<file path="src/rtl/spi_reg_ctrl.sv">
// Register-access controller behind the SPI slave byte engine: decodes command/data bytes into
// register-bus strobes and sequences the slave's transmit byte (read data appears in the next frame).
`timescale 1ns/1ps
module spi_reg_ctrl #(
    parameter logic [7:0] IDLE_BYTE = 8'hA5,
    parameter int         MAX_BURST = 16,
    parameter bit         AUTO_INC  = 1'b1
) (
    input  logic       clk,
    input  logic       rst_n,
    input  logic       ss,
    input  logic       rx_valid,
    input  logic [7:0] rx_byte,
    output logic [7:0] tx_byte,
    output logic [6:0] reg_addr,
    output logic [7:0] reg_wdata,
    output logic       reg_wr_en,
    output logic       reg_rd_en,
    input  logic [7:0] reg_rdata,
    output logic       busy,
    output logic       err_sticky,
    input  logic       err_clr
);

    localparam int             CW      = $clog2(MAX_BURST + 1);
    localparam logic [CW-1:0]  CNT_MAX = CW'(MAX_BURST);
    localparam logic [CW-1:0]  CNT_ONE = CW'(1);

    localparam logic [1:0] S_IDLE = 2'd0;
    localparam logic [1:0] S_CMD  = 2'd1;
    localparam logic [1:0] S_WR   = 2'd2;
    localparam logic [1:0] S_RD   = 2'd3;

    logic [1:0]    state;
    logic [CW-1:0] count;
    logic          ss_meta;
    logic          ss_s;
    logic          ss_s_d;
    logic          rx_valid_d;
    logic          rd_cap;
    logic          byte_stb;
    logic          frame_start;
    logic          frame_end;
    logic          err_set;

    assign byte_stb    = rx_valid & ~rx_valid_d;
    assign frame_start = ss_s_d & ~ss_s;
    assign frame_end   = ~ss_s_d & ss_s;
    assign err_set     = (state == S_WR) && byte_stb && (count >= CNT_MAX);
    assign busy        = (state != S_IDLE);

    always_ff @(posedge clk) begin
        if (!rst_n) begin
            state      <= S_IDLE;
            count      <= '0;
            ss_meta    <= 1'b1;
            ss_s       <= 1'b1;
            ss_s_d     <= 1'b1;
            rx_valid_d <= 1'b0;
            rd_cap     <= 1'b0;
            tx_byte    <= IDLE_BYTE;
            reg_addr   <= 7'd0;
            reg_wdata  <= 8'd0;
            reg_wr_en  <= 1'b0;
            reg_rd_en  <= 1'b0;
            err_sticky <= 1'b0;
        end else begin
            ss_meta    <= ss;
            ss_s       <= ss_meta;
            ss_s_d     <= ss_s;
            rx_valid_d <= rx_valid;
            reg_wr_en  <= 1'b0;
            reg_rd_en  <= 1'b0;
            // Read data arrives the cycle after the read strobe; capture it even if the frame has ended.
            rd_cap     <= reg_rd_en;
            if (rd_cap) begin
                tx_byte <= reg_rdata;
            end
            if (reg_wr_en && AUTO_INC) begin
                reg_addr <= reg_addr + 7'd1;
            end

            if (err_set) begin
                err_sticky <= 1'b1;
            end else if (err_clr) begin
                err_sticky <= 1'b0;
            end

            case (state)
                S_IDLE: begin
                    if (frame_start) begin
                        state <= S_CMD;
                    end
                end
                S_CMD: begin
                    if (byte_stb) begin
                        reg_addr <= rx_byte[6:0];
                        tx_byte  <= IDLE_BYTE;
                        if (rx_byte[7]) begin
                            reg_rd_en <= 1'b1;
                            state     <= S_RD;
                        end else begin
                            count <= '0;
                            state <= S_WR;
                        end
                    end
                end
                S_WR: begin
                    if (byte_stb && (count < CNT_MAX)) begin
                        reg_wdata <= rx_byte;
                        reg_wr_en <= 1'b1;
                        count     <= count + CNT_ONE;
                    end
                end
                default: begin
                end
            endcase

            // A byte landing with frame end is handled above first; the frame still closes here.
            if (frame_end && (state != S_IDLE)) begin
                state <= S_IDLE;
            end
        end
    end

endmodule

</file>
<file path="config.mk">
export PLATFORM = sky130hd
export DESIGN_NAME = spi_reg_ctrl
export DESIGN_NICKNAME = d
export VERILOG_FILES = /design/src/rtl/spi_reg_ctrl.sv
export SDC_FILE = /design/constraint.sdc
export NUM_CORES = 1
export LEC_CHECK = 0
export ABC_CLOCK_PERIOD_IN_PS = 2300
export CAP_MARGIN = 20
export CORE_MARGIN = 3
export CORE_UTILIZATION = 46
export CTS_CLUSTER_DIAMETER = 100
export DETAILED_ROUTE_END_ITERATION = 10
export GPL_TIMING_DRIVEN = 1
export PLACE_DENSITY = 0.78
export SLEW_MARGIN = 10
export SYNTH_ARGS = -nofsm -noshare
export SYNTH_HDL_FRONTEND = slang
export SYNTH_SLANG_ARGS = --single-unit
</file>
<file path="constraint.sdc">
create_clock -name clk -period 2.3 [get_ports clk]
set_clock_uncertainty 0.15 [all_clocks]
set_input_delay 0.23 -clock clk [delete_from_list [all_inputs] [get_ports clk]]
set_output_delay 0.23 -clock clk [all_outputs]
set_load 0.01 [all_outputs]
</file>
==> results.json, run 1 <==
{
  "max_cap_viol_count": 0,
  "drc": 0,
  "synth_compound_area_share_pct": 18.13,
  "synth_nets": 198,
  "min_from": "ss_meta",
  "cts_buffers": 5,
  "hpwlAfterDp_mm": 2.737,
  "ys_seq_area_share_pct": 47.50,
  "synth_edf_count": 0,
  "r2r_start": "state[1]",
  "vias": 1369,
  "cts_setup_buffers": 0,
  "cp_cell_sequence": "or3b_1, a2111oi_4, mux2i_1",
  "grt_pass1_vias": 1381,
  "leakagePower_nw": 0.7235,
  "outcome": "finished clean",
  "insertion_delay_ns": 0.33,
  "hold_path.class": "reg2reg",
  "drv_slew": 0,
  "pin_count": 48,
  "final_antenna_net_count": 0,
  "ir_drop_mv": 0.2933,
  "crit_path_end_kind": "flip-flop",
  "start_kind": "flip-flop",
  "hold_depth": 1,
  "path_class": "reg2reg",
  "required_ns": 2.41,
  "viasPerCell": 5.205,
  "grt_first_pass_wirelength_mm": 6.003,
  "synthAdderAreaFrac_pct": 1.563,
  "layout_min_cycle_time_ns": 1.919,
  "syn_to_final_growth_pct": 33.98,
  "gr-usage-all-layers_pct": 18.44,
  "worst_slew_pin_slew_ns": 0.6924,
  "antenna_cells": 0,
  "hold_end": "ss_s",
  "clock-sinks": 38,
  "synthCells": 175,
  "max_stage_delay_ns": 0.57,
  "root_buffer": "clkbuf_4",
  "r2r_cells": 3,
  "rsz0062_at_grt": "no",
  "start_util_pct": 50.39,
  "synthFlopType": "dfxtp_1",
  "cts_tree": "built",
  "cp_max_fo": 11,
  "synth-xor-area-share_pct": 2.188,
  "core-area_mm2": 0.003178,
  "p_per_area_mw_per_mm2": 522.8,
  "relSlewSlack_pct": 53.84,
  "timing.hold.ws_ns": 0.2767,
  "muxShareOfSynthArea_pct": 6.875,
  "yosys_warnings": 0,
  "slowest_stage": "or3b_1",
  "die_y_um": 65.01,
  "nNetsFinal": 243,
  "htree_levels": 2,
  "first_iter_violations": 51,
  "postSynthAreaPerCell_um2": 9.152,
  "postSynthRegisterBits": 38,
  "syn-cell-area_mm2": 0.001602,
  "grt_max_degree": 19,
  "die_area_mm2": 0.004226,
  "routedWlPerCell_um": 13.83,
  "clk_pin_slew_worst_paths_ns": 0.10,
  "overflow": 0,
  "drt_wl_total_mm": 3.636,
  "die_w_um": 65.01,
  "place.port_buffers": 47,
  "critical_path_arrival_ns": 2.03,
  "tns_ns": 0,
  "rows": 20,
  "cts_hold_buffers": 0,
  "min_period_over_period_pct": 83.45,
  "drive_gt1_share_pct": 6.393,
  "drt-pass1-iter-count": 4,
  "synthDistinctLibCells": 34,
  "synth_top_family_by_area": "simple AND/OR/NAND/NOR gates",
  "synth-simple-area-share_pct": 19.14,
  "finalSetupViolCount": 0,
  "ctsLongestPathBuffers": 2,
  "hold_viol_final": 0,
  "ys_async_sr_fraction_pct": 0,
  "worst-r2r-setup-slack_ns": 0.38,
  "fmax_ghz": 0.5210,
  "cts_resized": 0,
  "crit-reg2reg-capture": "count[3]",
  "gp_congestion": 0.7400,
  "antenna_found_initial": 0
}
[cell usage after synthesis, types with 2 or more instances]
master | number | area share [%]
a211oi_1 | 3 | 1.4
a21oi_1 | 13 | 4.1
a31oi_1 | 2 | 0.78
and2_1 | 3 | 1.2
buf_2 | 2 | 0.63
clkbuf_1 | 8 | 1.9
dfxtp_1 | 38 | 48
ha_1 | 2 | 1.6
inv_1 | 5 | 1.2
mux2i_1 | 11 | 6.9
nand2_1 | 16 | 3.8
nand2b_1 | 7 | 2.7
nand3_1 | 8 | 2.5
nand4_1 | 3 | 1.2
nor2_1 | 12 | 2.8
nor2b_1 | 2 | 0.78
o211ai_1 | 3 | 1.4
o21ai_0 | 16 | 5.0
o22ai_1 | 2 | 0.78
or3_1 | 2 | 0.78
or3b_1 | 2 | 1.1
xor2_1 | 3 | 1.6
[final cells by class]
| class | instances | area, um^2 |
|---|---|---|
| clock buffer | 6 | 51.30 |
| fill | 273 | 1032 |
| inverter | 5 | 18.77 |
| multi-input combinational | 120 | 767.0 |
| sequential | 38 | 760.7 |
| tap | 44 | 55.05 |
| timing repair buffer | 50 | 493.0 |
[routing by layer]
layer / track usage [%] / part of all wire (%) / vias up / routed length (um)
met5: 0 / 0 / - / 0
met4: 8.707 / 1.2 / 0 / 42
met3: 5.546 / 7.0 / 4 / 256
met2: 31.42 / 48 / 41 / 1736
met1: 20.91 / 44 / 629 / 1601
li1: - / - / 695 / -
[stage by stage]
stage	cells	area (um^2)	setup WS [ns]	power [W]	util [%]
after global routing	263	2146	0.2933	0.001177	67.52
final	263	2146	0.3807	0.001122	67.52
after detailed placement	257	2095	0.2545	0.0008083	65.91
after global placement	257	2095	0.3289	0.0008043	65.91
after floorplan	175	1602	0.6915	0.0007439	-
after CTS	263	2146	0.3838	0.001133	67.52
[registers in the layout, summed over array words and instances (netlist names)]
name / flops
rd_cap: 1
ss_s: 1
state: 2
ss_s_d: 1
reg_wr_en: 1
rx_valid_d: 1
reg_rd_en: 1
tx_byte: 8
err_sticky: 1
count: 5
reg_wdata: 8
reg_addr: 7
ss_meta: 1
[cell families (layout without fill, tap and decap cells)]
logic type	after synthesis	after routing
AO/OA/AOI/OAI	44	44
XOR/XNOR	4	4
adder cells (fa/ha/maj)	2	2
buffers and inverters	17	61
flip-flops	38	38
multiplexers	11	11
AND/OR/NAND/NOR	59	59
[cells in the final DEF (no fill, tap or decap)]
master	n
ha_1	2
and2_1	3
a2111oi_4	1
nand2_1	16
inv_1	5
xnor2_1	1
a2111oi_2	1
nor3b_2	1
a21oi_1	13
nor3b_1	1
o211ai_1	3
dfxtp_1	38
nand4bb_1	1
o32a_1	1
o22ai_1	2
o21ba_1	1
nor2_1	12
clkbuf_4	5
o21ai_0	16
nand2b_1	7
buf_4	3
mux2i_1	11
nand4_1	3
xor2_1	3
a211oi_2	1
or3b_1	2
clkdlybuf4s50_1	47
or3_1	2
clkbuf_8	1
or2_2	1
a31oi_1	2
a211oi_1	3
nor2b_1	2
nand3_1	8
[worst max-delay path by stage]
stage | start | to | cells past startpoint
4_1_cts | state[1] | count[3] | 3
6_report | state[1] | count[3] | 3
5_1_grt | state[1] | count[3] | 3
2_1_floorplan | state[0] | count[3] | 4
3_5_place_dp | rx_byte[7] | count[3] | 4
3_3_place_gp | rx_byte[7] | count[3] | 4
[power by group]
part	internal, W	total [W]	switching (W)	leakage (nW)
clock	0.000138	0.000329	0.000191	0.0302
sequential	0.000668	0.000679	0.0000106	0.308
combinational	0.0000622	0.000114	0.0000521	0.386
[worst max-delay path, delay by kind of cell, from the launching register on]
kind,cells,cell delay (ns)
multiplexers,1,0.22
AND/OR/NAND/NOR,1,0.57
flip-flops,1,0.46
AO/OA/AOI/OAI,1,0.44
Note: power is estimated with default switching activity, not from simulation.
==> run 2: changes to the inputs <==
- ABC_CLOCK_PERIOD_IN_PS: 2300 -> 1800
- clock period: 2.3 -> 1.8 ns (I/O delays scaled with it)
==> run 2 against run 1 <==
Net effect: die area unchanged; critical path depth unchanged; worst hold slack got worse by 0.045 ns; via count increased by 5.3%; flip-flop and latch count unchanged; highest routed layer unchanged; largest power group unchanged.
==> results.json, run 2 (same netlist as run 1, synthesis figures left out) <==
{
  "outcome": "finished clean",
  "cts_hold_buffers": 0,
  "drv_slew": 0,
  "rsz0062_at_grt": "no",
  "max_cap_viol_count": 0,
  "fin_cells": 275,
  "hold_path.class": "in2reg",
  "syn_to_final_growth_pct": 40.55,
  "final_antenna_net_count": 0,
  "first_iter_violations": 60,
  "die_y_um": 65.01,
  "grt_first_pass_wirelength_mm": 6.486,
  "crit_path_end_kind": "primary output",
  "required_ns": 1.47,
  "drt_wl_total_mm": 3.664,
  "drive_gt1_share_pct": 12.55,
  "place.port_buffers": 47,
  "insertion_delay_ns": 0.34,
  "gp_congestion": 0.7688,
  "overflow": 0,
  "root_buffer": "clkbuf_4",
  "finalSetupViolCount": 0,
  "final_common_cell": "clkdlybuf4s50_1",
  "grt_pass1_vias": 1467,
  "max_stage_delay_ns": 0.35,
  "ctsLongestPathBuffers": 2,
  "clock-sinks": 38,
  "p_per_area_mw_per_mm2": 706.4,
  "cp_max_fo": 5,
  "leakagePower_nw": 0.7939,
  "dpl.cell_count": 267,
  "routedWlPerCell_um": 13.32,
  "drc": 0,
  "drt-pass1-iter-count": 5,
  "fmax_ghz": 0.5793,
  "grt_max_degree": 18,
  "relSlewSlack_pct": 70.45,
  "vias": 1442,
  "critical_path_arrival_ns": 1.40,
  "hold_viol_final": 0,
  "min_period_over_period_pct": 95.91,
  "reg.largest.list": "reg_wdata x8, tx_byte x8, reg_addr x7",
  "design_power_total_w": 0.001590,
  "viasPerCell": 5.244,
  "gr-usage-all-layers_pct": 19.65,
  "start_kind": "flip-flop",
  "nNetsFinal": 253,
  "hpwlAfterDp_mm": 2.816,
  "htree_levels": 2,
  "die_w_um": 65.01,
  "layout_min_cycle_time_ns": 1.726,
  "cts_buffers": 5,
  "worst_slew_pin_slew_ns": 0.4427,
  "die_area_mm2": 0.004226,
  "clk_pin_slew_worst_paths_ns": 0.11,
  "critPathTopFamily": "buffers and inverters",
  "ir_drop_mv": 0.8311,
  "path_class": "reg2out",
  "final_cell_mix": "clkdlybuf4s50_1, dfxtp_1, nand2_1, o21ai_0",
  "start_util_pct": 50.39,
  "cp_cell_sequence": "buf_4, or2_2, dlygate4sd2_1",
  "antenna_cells": 0,
  "pin_count": 48,
  "core-area_mm2": 0.003178,
  "slowest_stage": "dfxtp_2",
  "antenna_found_initial": 0,
  "cts_setup_buffers": 0,
  "cts_tree": "built",
  "worst-path-buf-inv": 2,
  "rows": 20
}
run 2: routing by layer:
| metal | wire length [um] | global-route usage (%) | vias to the layer above |
|---|---|---|---|
| met5 | 0 | 0 | - |
| met4 | 68 | 8.443 | 0 |
| met3 | 334 | 7.279 | 9 |
| met2 | 1736 | 32.82 | 60 |
| met1 | 1524 | 22.33 | 647 |
| li1 | - | - | 726 |
run 2: power by group:
part           internal, W  switching, W  total, W  leakage (nW)
clock             0.000288      0.000276  0.000564        0.0450
combinational    0.0000902     0.0000698  0.000160         0.440
sequential        0.000855     0.0000117  0.000866         0.309
total              0.00123      0.000358   0.00159         0.794
run 2: final timing paths:
path                            slack (ns)  startpoint       end  cells after the start
worst max-delay path                  0.07    state[1]      busy                      3
worst min-delay path                  0.23          ss   ss_meta                      2
worst max register to register        0.13    count[4]  count[3]                      3
worst min register to register        0.28     ss_meta      ss_s                      1
run 2: per-stage QoR:
step / setup WS, ns / util, % / hold slack, ns / cell area [um^2] / TNS [ns]
final: 0.07367 / 70.83 / 0.2315 / 2251 / 0
after global routing: 0.01167 / 70.83 / 0.2354 / 2251 / 0
after CTS: 0.01627 / 70.67 / 0.2170 / 2246 / 0
after detailed placement: -0.07167 / 68.27 / 0.2567 / 2170 / -0.1795
after global placement: -0.03961 / 68.27 / 0.2412 / 2170 / -0.06579
after floorplan: 0.1915 / - / 0.1315 / 1602 / 0
run 2: timing repair:
item,CTS,global route
setup endpoints to repair,1,3
gates resized for setup,1,3
pin swaps,0,0
run 2: worst reg2reg max path, delay by kind of cell, from the launching register on:
family          cells  cell delay, ns
flops               1            0.36
compound gates      1            0.40
mux                 1            0.24
simple gates        1            0.46
run 2: cell type report:
cell class	instances	area [um^2]
tap	44	55.05
sequential	38	763.2
clock buffer	5	37.54
clock inverter	3	40.04
inverter	5	18.77
timing repair buffer	60	566.8
multi-input combinational	120	769.5
fill	263	927.1
==> run 3: changes to the inputs <==
- CORE_MARGIN: 3 -> 2
- SLEW_MARGIN: 10 -> 15
- TNS_END_PERCENT: not set -> 5
==> run 3 against run 2 <==
Net effect: total power fell by 6.7%; maximum frequency fell by 0.31%; worst hold slack improved by 0.0096 ns; clock power fell by 19%; flip-flop and latch count did not move; die area fell by 6.1%; critical endpoint unchanged.
==> results.json, run 3 (same netlist as run 1, synthesis figures left out) <==
{
  "drc": 0,
  "min_from": "ss",
  "wl_met2_mm": 2.027,
  "leakagePower_nw": 0.7795,
  "drt_wl_total_mm": 3.905,
  "layout_min_cycle_time_ns": 1.732,
  "vias": 1454,
  "die_y_um": 63.01,
  "grt_max_degree": 18,
  "finalSetupViolCount": 0,
  "highest_layer": "met4",
  "reg.largest.list": "reg_wdata x8, tx_byte x8, reg_addr x7",
  "r2r_start": "state[1]",
  "root_buffer": "clkbuf_4",
  "pin_count": 48,
  "insertion_delay_ns": 0.34,
  "first_iter_violations": 84,
  "met3_length_um": 165,
  "fillers": 293,
  "clock-sinks": 38,
  "crit-reg2reg-capture": "count[3]",
  "cp_max_fo": 6,
  "fmax_ghz": 0.5775,
  "rows": 21,
  "cts_hold_buffers": 0,
  "die_area_mm2": 0.003970,
  "fin_cells": 276,
  "start_kind": "flip-flop",
  "r2r_cells": 3,
  "routedWlPerCell_um": 14.15,
  "syn_to_final_growth_pct": 39.06,
  "core-area_mm2": 0.003337,
  "cts_resized": 1,
  "hold_path.class": "in2reg",
  "final_common_cell": "clkdlybuf4s50_1",
  "min_period_over_period_pct": 96.20,
  "clk_pin_slew_worst_paths_ns": 0.10,
  "viasPerCell": 5.268,
  "multi_input_area_um2": 769.5,
  "crit_path_end_kind": "primary output",
  "final_cell_mix": "clkdlybuf4s50_1, dfxtp_1, nand2_1, o21ai_0, a21oi_1",
  "cts_tree": "built",
  "htree_levels": 2,
  "drt-pass1-iter-count": 4,
  "drv_slew": 0,
  "hold_end": "ss_meta",
  "seq_area_um2": 762.0,
  "hold_depth": 2,
  "start_util_pct": 47.99,
  "outcome": "finished clean",
  "antenna_found_initial": 0,
  "p_per_area_mw_per_mm2": 665.9,
  "die_w_um": 63.01,
  "hpwlAfterDp_mm": 2.962,
  "final_core_util_pct": 66.74,
  "final_antenna_net_count": 0,
  "ir_drop_mv": 0.4481,
  "gr-usage-all-layers_pct": 21.27,
  "antenna_cells": 0,
  "ctsLongestPathBuffers": 2,
  "max_cap_viol_count": 0,
  "hold_viol_final": 0,
  "gp_congestion": 0.8221,
  "worst-r2r-setup-slack_ns": 0.13,
  "worst_slew_pin_slew_ns": 0.4913,
  "drive_gt1_share_pct": 11.30,
  "relSlewSlack_pct": 67.25,
  "dpl.cell_count": 268,
  "grt_pass1_vias": 1480,
  "path_class": "reg2out",
  "routedLengthMet1_mm": 1.620,
  "place.port_buffers": 47,
  "cts_setup_buffers": 0,
  "nNetsFinal": 252,
  "rsz0062_at_grt": "no",
  "overflow": 0,
  "cts_buffers": 5,
  "grt_first_pass_wirelength_mm": 6.596,
  "required_ns": 1.47,
  "critical_path_arrival_ns": 1.40
}
## run 3: routing by layer
layer	vias up	GRT usage (%)
li1	717	-
met5	-	0
met4	0	11.11
met3	9	5.586
met2	36	36.70
met1	692	23.87
## run 3: per-stage QoR
| stage | setup TNS, ns | power (W) | worst slack, ns | hold WS (ns) | instance area (um^2) |
|---|---|---|---|---|---|
| detailed placement | -0.2144 | 0.001047 | -0.1422 | 0.2667 | 2165 |
| global route | 0 | 0.001548 | 0.01884 | 0.2403 | 2227 |
| floorplan | 0 | 0.0009506 | 0.1915 | 0.1315 | 1602 |
| finish | 0 | 0.001483 | 0.06838 | 0.2411 | 2227 |
| global placement | -0.05065 | 0.001041 | -0.05065 | 0.2476 | 2165 |
| CTS | 0 | 0.001495 | 0.02373 | 0.2325 | 2223 |
## run 3: worst max-delay path by stage
stage                     depth (start not counted)       start         to
after global placement                            4  rx_byte[7]   count[3]
final                                             3    state[1]       busy
after CTS                                         1   reg_wr_en  reg_wr_en
after floorplan                                   4    state[0]   count[3]
after global routing                              3    state[0]   count[3]
after detailed placement                          4  rx_byte[7]   count[3]
## run 3: critical path: stages (launching register included)
cell	delay [ns]
dfxtp_1	0.34
buf_4	0.16
or2_2	0.28
dlygate4sd2_1	0.28
## run 3: area by class of cell
class,instances,area share [%]
Multi-Input combinational cell,120,34.55
Sequential cell,38,34.21
Timing Repair Buffer,59,25.11
Tap cell,46,2.584
Clock buffer,7,2.472
Inverter,5,0.8427
Clock inverter,1,0.2247
## run 3: power by group
group / internal [W] / switching [W]
sequential: 0.000854 / 0.0000112
clock: 0.000189 / 0.000266
combinational: 0.0000895 / 0.0000734
